==> src/rtl/cordic_pkg.sv <==
// Shared types and constants for the CORDIC arctangent sequencer.
package cordic_pkg;

  typedef enum logic [1:0] {
    S_IDLE = 2'd0,
    S_RUN  = 2'd1,
    S_WAIT = 2'd2,
    S_OUT  = 2'd3
  } state_t;

  localparam int ANGLE_W = 16;
  localparam logic signed [ANGLE_W-1:0] DEG_180 = 16'sd180;
  // Cycles cordic_start must be held high before the core raises finished.
  localparam int CORDIC_LAT = 19;

endpackage

==> src/rtl/cordic_prerot.sv <==
// Combinational pre-rotation: folds a vector into the right half-plane and
// selects the +/-180 degree correction to add back after the core.
module cordic_prerot
  import cordic_pkg::*;
#(
  parameter int PRESHIFT = 2
) (
  input  logic signed [31:0]        x,
  input  logic signed [31:0]        y,
  output logic signed [31:0]        px,
  output logic signed [31:0]        py,
  output logic signed [ANGLE_W-1:0] corr,
  output logic                      is_zero
);

  localparam logic signed [31:0] S32_MIN = 32'sh8000_0000;
  localparam logic signed [31:0] S32_MAX = 32'sh7FFF_FFFF;

  logic signed [31:0] nx;
  logic signed [31:0] ny;

  // -2^31 has no positive counterpart, so it clamps to 2^31-1.
  function automatic logic signed [31:0] sat_neg(input logic signed [31:0] v);
    return (v == S32_MIN) ? S32_MAX : -v;
  endfunction

  always_comb begin
    nx   = x;
    ny   = y;
    corr = '0;
    if (x < 0) begin
      nx   = sat_neg(x);
      ny   = sat_neg(y);
      corr = (y < 0) ? -DEG_180 : DEG_180;
    end
  end

  assign px      = nx >>> PRESHIFT;
  assign py      = ny >>> PRESHIFT;
  assign is_zero = (x == 0) && (y == 0);

endmodule

==> src/rtl/cordic_atan_seq.sv <==
// Sequencer around the pipelined CORDIC atan core: pre-rotate, run the core,
// apply the quadrant correction and hand out a full-range angle in degrees.
module cordic_atan_seq
  import cordic_pkg::*;
#(
  parameter int TIMEOUT  = 32,
  parameter int PRESHIFT = 2
) (
  input  logic                      clk_50M,
  input  logic                      rst_n,
  input  logic                      in_valid,
  output logic                      in_ready,
  input  logic signed [31:0]        in_x,
  input  logic signed [31:0]        in_y,
  output logic signed [31:0]        cordic_x,
  output logic signed [31:0]        cordic_y,
  output logic                      cordic_start,
  input  logic                      cordic_finished,
  input  logic [31:0]               cordic_atan,
  output logic                      out_valid,
  input  logic                      out_ready,
  output logic signed [ANGLE_W-1:0] out_angle,
  output logic                      out_err_zero,
  output logic                      out_err_timeout
);

  // Handshakes: a transfer happens on a rising clk_50M edge where valid and
  // ready are both high; valid never waits on ready, and once raised valid
  // and its payload stay stable until that transfer.

  localparam int CNT_W = $clog2(TIMEOUT + 2);

  state_t                     state, state_n;
  logic                       in_ready_q;
  logic signed [ANGLE_W-1:0]  corr_q;
  logic [CNT_W-1:0]           run_cnt;
  logic signed [31:0]         pr_x, pr_y;
  logic signed [ANGLE_W-1:0]  pr_corr;
  logic                       pr_zero;
  logic                       accept;
  logic                       timed_out;
  logic                       unused_atan_hi;

  cordic_prerot #(.PRESHIFT(PRESHIFT)) u_prerot (
    .x       (in_x),
    .y       (in_y),
    .px      (pr_x),
    .py      (pr_y),
    .corr    (pr_corr),
    .is_zero (pr_zero)
  );

  assign accept         = (state == S_IDLE) && in_valid && in_ready_q;
  assign timed_out      = (run_cnt == CNT_W'(TIMEOUT));
  assign unused_atan_hi = ^cordic_atan[31:16];

  always_comb begin
    state_n = state;
    case (state)
      S_IDLE: if (accept) state_n = pr_zero ? S_OUT : S_RUN;
      S_RUN: begin
        if (cordic_finished)  state_n = S_WAIT;
        else if (timed_out)   state_n = S_OUT;
      end
      S_WAIT: state_n = S_OUT;
      S_OUT:  if (out_ready) state_n = S_IDLE;
      default: state_n = S_IDLE;
    endcase
  end

  always_ff @(posedge clk_50M or negedge rst_n) begin
    if (!rst_n) begin
      state           <= S_IDLE;
      in_ready_q      <= 1'b0;
      cordic_x        <= '0;
      cordic_y        <= '0;
      corr_q          <= '0;
      run_cnt         <= '0;
      out_angle       <= '0;
      out_err_zero    <= 1'b0;
      out_err_timeout <= 1'b0;
    end else begin
      state      <= state_n;
      in_ready_q <= (state_n == S_IDLE);
      case (state)
        S_IDLE: if (accept) begin
          cordic_x <= pr_x;
          cordic_y <= pr_y;
          corr_q   <= pr_corr;
          run_cnt  <= CNT_W'(1);
          if (pr_zero) begin
            out_angle    <= '0;
            out_err_zero <= 1'b1;
          end
        end
        S_RUN: begin
          run_cnt <= run_cnt + 1'b1;
          if (!cordic_finished && timed_out) begin
            out_angle       <= '0;
            out_err_timeout <= 1'b1;
          end
        end
        // The core's atan register is valid only in this cycle.
        S_WAIT: out_angle <= $signed(cordic_atan[ANGLE_W-1:0]) + corr_q;
        S_OUT: if (out_ready) begin
          out_err_zero    <= 1'b0;
          out_err_timeout <= 1'b0;
        end
        default: ;
      endcase
    end
  end

  assign in_ready     = in_ready_q;
  assign cordic_start = (state == S_RUN);
  assign out_valid    = (state == S_OUT);

endmodule

==> config.mk <==
export PLATFORM = sky130hd
export DESIGN_NAME = cordic_atan_seq
export DESIGN_NICKNAME = d
export VERILOG_FILES = /design/src/rtl/cordic_pkg.sv /design/src/rtl/cordic_prerot.sv /design/src/rtl/cordic_atan_seq.sv
export SDC_FILE = /design/constraint.sdc
export NUM_CORES = 1
export LEC_CHECK = 0
export BUFFER_PORTS_ARGS = -buffer_cell sky130_fd_sc_hd__clkbuf_2
export CORE_ASPECT_RATIO = 0.9
export CORE_MARGIN = 1
export CORE_UTILIZATION = 52
export CTS_CLUSTER_DIAMETER = 150
export DETAILED_ROUTE_END_ITERATION = 16
export GPL_TIMING_DRIVEN = 0
export PLACE_DENSITY = 0.9
export SYNTH_ARGS = -nofsm -noshare
export SYNTH_HDL_FRONTEND = slang
export SYNTH_SLANG_ARGS = --single-unit
==> constraint.sdc <==
create_clock -name clk_50M -period 6.3 [get_ports clk_50M]
set_input_delay 0.315 -clock clk_50M [delete_from_list [all_inputs] [get_ports clk_50M]]
set_output_delay 0.315 -clock clk_50M [all_outputs]
set_load 0.01 [all_outputs]
* Yosys cells after proc, flatten, opt, wreduce, memory -nomap -nowiden *
Cells that the tools add are included.

storage, ports and cells
  register bits after elaboration = 103
  input bits = 101
  output and inout bits = 85

operators by class
  $add $sub $neg = 4
  $lt $le $gt $ge = 2
  equal/unequal tests = 10
  muxes and demuxes = 24
  reductions and logical operators = 18

operator list
  cell                    number
  $mux W32                4
  $mux W16                5
  $eq A32 B32 Y1 const B  2
  $logic_not A32 Y1       2
  $lt A32 B1 Y1 const B   2
  $neg A32 Y32            2
  $pmux W16 S3            1
  $add A16 B16 Y16        1
  $pmux W6 S2             1
  $mux W2                 5
  $pmux W2 S4             1
  $reduce_and A4 Y1       2
  $add A6 B1 Y6 const B   1
  $eq A6 B6 Y1 const B    1
  $mux W6                 1
  $reduce_bool A2 Y1      3
  $eq A2 B2 Y1 const B    2
  $logic_and A1 B1 Y1     4
  $logic_not A2 Y1        2
  $mux W1                 4
  $ne A2 B1 Y1 const B    2
  $ne A2 B2 Y1 const B    2
  $pmux W1 S2             2
  $reduce_and A2 Y1       2
  4 further kinds         4

* Logic depth before layout (Yosys ltp) *
  depth in word-level cells = 6
  depth in mapped cells = 9
  gate-level depth less buffers = 9

* Modules after synthesis *
From an unflattened synthesis, not the netlist that was laid out.

unflattened totals
  cells, all modules = 833
  area total of the unflattened synthesis = 6665.1 um^2

by module, submodules not included
  module           times used  cells an instance  area an instance (um^2)
  cordic_atan_seq  1           556                4956.0
  cordic_prerot    1           277                1709.1

* Least setup slack after synthesis *
OpenSTA, ideal clock, no wires.

  kind = input to register
  from = input in_y[3]
  to = register out_angle[12]
  data arrival time = 2.758 ns
  required time = 6.179 ns
  slack = 3.421 ns
  stages on the path = 9
  path buffers = 3
  path through = or4_4 or4_4 buf_6 or4_4 buf_6 nor2_4 a31oi_2 buf_6 a22o_1

between the ends
  longest elaborated chain between the ends = 4

ends and longest elaborated chain
  element                             line                    RTL
  from (decl)                         cordic_atan_seq.sv:14   input logic signed [31:0] in_y,
  $logic_not A32 Y1                   cordic_prerot.sv:40     assign is_zero = (x == 0) && (y == 0);
  $logic_and A1 B1 Y1                 cordic_prerot.sv:40
  $ne A2 B2 Y1 (no source line)       --
  $reduce_and A4 Y1 (no source line)  --
  to (signal assigned)                cordic_atan_seq.sv:104  S_WAIT: out_angle <= $signed(cordic_atan[ANGLE_W-1:0]) + corr_q;
  to (decl)                           cordic_atan_seq.sv:22   output logic signed [ANGLE_W-1:0] out_angle,

Every way passes these cells.
A chain may end at the register's enable or synchronous reset.

* Worst setup path in the final report *
  from = input in_x[3]
  to = register cordic_x[5]

between the ends
  longest elaborated chain between the ends = 3
  elaborated cells on any way between the ends = 5
  classes of those cells = add/sub (1); order compare (1); eq/ne (1); mux (2)

ends and longest elaborated chain
  element                                         line                   RTL
  from (decl)                                     cordic_atan_seq.sv:13  input logic signed [31:0] in_x,
  $neg A32 Y32 or $eq A32 B32 Y1 (tied branches)  cordic_prerot.sv:24    return (v == S32_MIN) ? S32_MAX : -v;
  $mux W32                                        cordic_prerot.sv:24
  $mux W32 *                                      cordic_prerot.sv:31    if (x < 0) begin
  to (signal assigned)                            cordic_atan_seq.sv:87  cordic_x <= pr_x;
  to (decl)                                       cordic_atan_seq.sv:15  output logic signed [31:0] cordic_x,

Every way passes the cells marked *; elsewhere a longest branch is shown, timed or not.

==> results.sh <==
export IMPL_initial_utilization=0.535
export IMPL_finalHoldViolCount=10
export IMPL_fp_dieH_um=99.2
export IMPL_io_buffers=169
export IMPL_num_fill_cells=843
export IMPL_wl_per_cell_um=16.9
export IMPL_place_congestion=0.936
export IMPL_yosysMostFrequentCell="dfrtp_1"
export IMPL_grt_pass1_vias=5110
export IMPL_r2r_start="corr_q[14]"
export IMPL_cts_resized=0
export IMPL_setup_viol=0
export IMPL_synthCells=618
export IMPL_via_per_inst=5.90
export IMPL_clockBufferDepth=2
export IMPL_post_route_period_util=0.459
export IMPL_synth_edf_count=0
export IMPL_grt_usage=0.301
export IMPL_tightest_slew_ps=950
export IMPL_syn_num_nets=735
export IMPL_dp_worst_setup_slack_ps=3090
export IMPL_endpoint_kind="flip-flop"
export IMPL_synth_top_area_share=0.413
export IMPL_drive_gt1_frac=0.267
export IMPL_fmax_mhz=346
export IMPL_dieArea_um2=10900
export IMPL_r2r_cells=7
export IMPL_status="finished, violations left"
export IMPL_cts_tree="done"
export IMPL_async_flop_share=1.00
export IMPL_cp_max_fo=10
export IMPL_chipWidth_um=110
export IMPL_synth_seq_area_share=0.413
export IMPL_vdd_drop_max_v=0.000273
export IMPL_cts_buffers=9
export IMPL_synth_commonest_cells="dfrtp_1, nand2_1, o21ai_0"
export IMPL_cp_startpoint="in_x[3]"
export IMPL_ios=186
export IMPL_arrival_ps=3130
export IMPL_diodes=0
export IMPL_route_detailed_drc=0
export IMPL_clk_latency_ps=340
export IMPL_syn_avg_cell_area_um2=8.83
export IMPL_crit_required_ps=6540
export IMPL_grt_max_degree=53
export IMPL_num_vias=5493
export IMPL_root_buffer="clkbuf_16"
export IMPL_power_uw=2870
export IMPL_skew_ps=3.53
export IMPL_place_hpwl_mm=11.9
export IMPL_core_area_um2=10200
export IMPL_worstSetupPathType="input port to flip-flop"
export IMPL_ys_seq_elements=90
export IMPL_drt_antenna_violating_nets=0
export IMPL_drv_slew=0
export IMPL_rsz0062_at_grt="false"
export IMPL_clock_sinks=90
export IMPL_nNetsFinal=916
export IMPL_max_slew_margin=0.361
export IMPL_hp_class="input port to asynchronous set/reset pin"
export IMPL_r2r_slack_ps=3680
export IMPL_rows=35
export IMPL_grt_pass1_wl_mm=25.2
export IMPL_ys_types=61
export IMPL_violations="negative hold slack"
export IMPL_start_kind="input port"
export IMPL_r2r_end="out_angle[11]"
export IMPL_routed_wirelength_mm=15.8
export IMPL_synth_flop_cell="dfrtp_1"
export IMPL_cts_setup_buffers=0
export IMPL_path_clk_slew_ps=60
export IMPL_min_period_ps=2890
export IMPL_htreeDepth=3
export IMPL_synth_top_cells_by_area="dfrtp_1, o21ai_0, xor2_1, nand2_1, nor2_1"
export IMPL_tns_ps=0
export IMPL_p_leak_uw=0.00314
export IMPL_crit_end="cordic_x[5]"
export IMPL_setup_ws_ps=3410
export IMPL_synth_area_um2=5460
export IMPL_drt_pass1_iterations=5
export IMPL_ctsHoldBuffers=0
export IMPL_yosysWarnings=0
export IMPL_drt_iter0_markers=379
export IMPL_synth_top_area_cell="dfrtp_1"
export IMPL_grt_overflow=0
export IMPL_hold_slack_ps=-8.52
export IMPL_drv_cap=0
export IMPL_syn_to_final_growth_pct=24.6
export IMPL_p_per_area_nw_per_um2=422
export IMPL_antenna_found_initial=0
-- cell usage in the layout (no fill, tap or decap), types with 5 or more instances in the layout --
cell type,count
a21oi_1,39
a21oi_2,6
a22o_1,14
a31oi_1,10
and2_1,5
and3_1,5
buf_6,5
clkbuf_1,28
clkbuf_16,9
clkbuf_2,168
dfrtp_1,90
ha_1,15
inv_1,9
nand2_1,62
nand3_1,14
nand4_1,8
nor2_1,57
nor2b_1,7
nor3_1,13
nor4_1,6
o211ai_1,6
o21a_1,8
o21ai_0,60
o221ai_1,5
o22ai_1,8
o31ai_1,16
or3_1,11
or4_1,9
xnor2_1,10
xor2_1,28
-- routing by layer --
| metal | up-vias | part of all wire | routed length, µm | global-route usage |
|---|---|---|---|---|
| li1 | 2623 | - | - | - |
| met1 | 2593 | 0.42 | 6570 | 0.402 |
| met2 | 242 | 0.47 | 7430 | 0.471 |
| met3 | 35 | 0.088 | 1390 | 0.0819 |
| met4 | 0 | 0.024 | 384 | 0.104 |
| met5 | - | 0 | 0 | 0 |
-- kinds of logic (layout without fill, tap and decap cells) --
group,Yosys count,in the layout,synth area share
AOI/OAI and AO/OA,206,206,0.245
adders and majority gates,16,16,0.0380
xor gates and xnor gates,38,38,0.0610
DFF,90,90,0.413
muxes,1,1,0.00183
and+or+nand+nor,215,215,0.193
buffers and inverters,52,236,0.0481
-- registers in the layout, summed over array words and instances (netlist names) --
signal	count
in_ready	1
corr_q	3
out_err_zero	1
run_cnt	6
out_angle	16
cordic_y	30
state	2
out_err_timeout	1
cordic_x	30
-- how the worst min path moves through the flow --
stage,start,end,slack [ps]
final,rst_n,out_err_timeout,-9
after global placement,cordic_x[21],cordic_x[21],450
after detailed placement,rst_n,out_err_zero,380
after global routing,rst_n,out_err_timeout,40
after floorplan,rst_n,cordic_x[0],20
after CTS,rst_n,out_err_timeout,10
-- critical path, stage by stage --
cell,delay (ps)
clkbuf_2,140
or4_1,580
or4_1,410
clkbuf_1,190
nor3_1,560
buf_2,340
buf_2,260
o22ai_1,100
o31ai_1,230
-- final cells by class --
type / count / area, µm² / area share
clock buffers: 11 / 243 / 0.0357
inverters: 9 / 33.8 / 0.00497
plain buffers: 43 / 229 / 0.0337
clock inverters: 3 / 65.1 / 0.00956
well taps: 129 / 161 / 0.0237
multi-input cells: 476 / 2940 / 0.433
repair buffers: 170 / 876 / 0.129
flip-flops and latches: 90 / 2250 / 0.331
-- where the power goes --
part	internal, µW	switching [µW]
Sequential	858	187
Clock	354	218
Combinational	549	702
-- per-stage QoR --
stage | utilization | instance area [µm²] | std cells
after global placement | 0.634 | 6470 | 916
final | 0.667 | 6800 | 931
after detailed placement | 0.637 | 6500 | 917
after CTS | 0.667 | 6800 | 931
after global routing | 0.667 | 6800 | 931
after floorplan | - | 5460 | 618
Power figures use the tool's default switching activity.
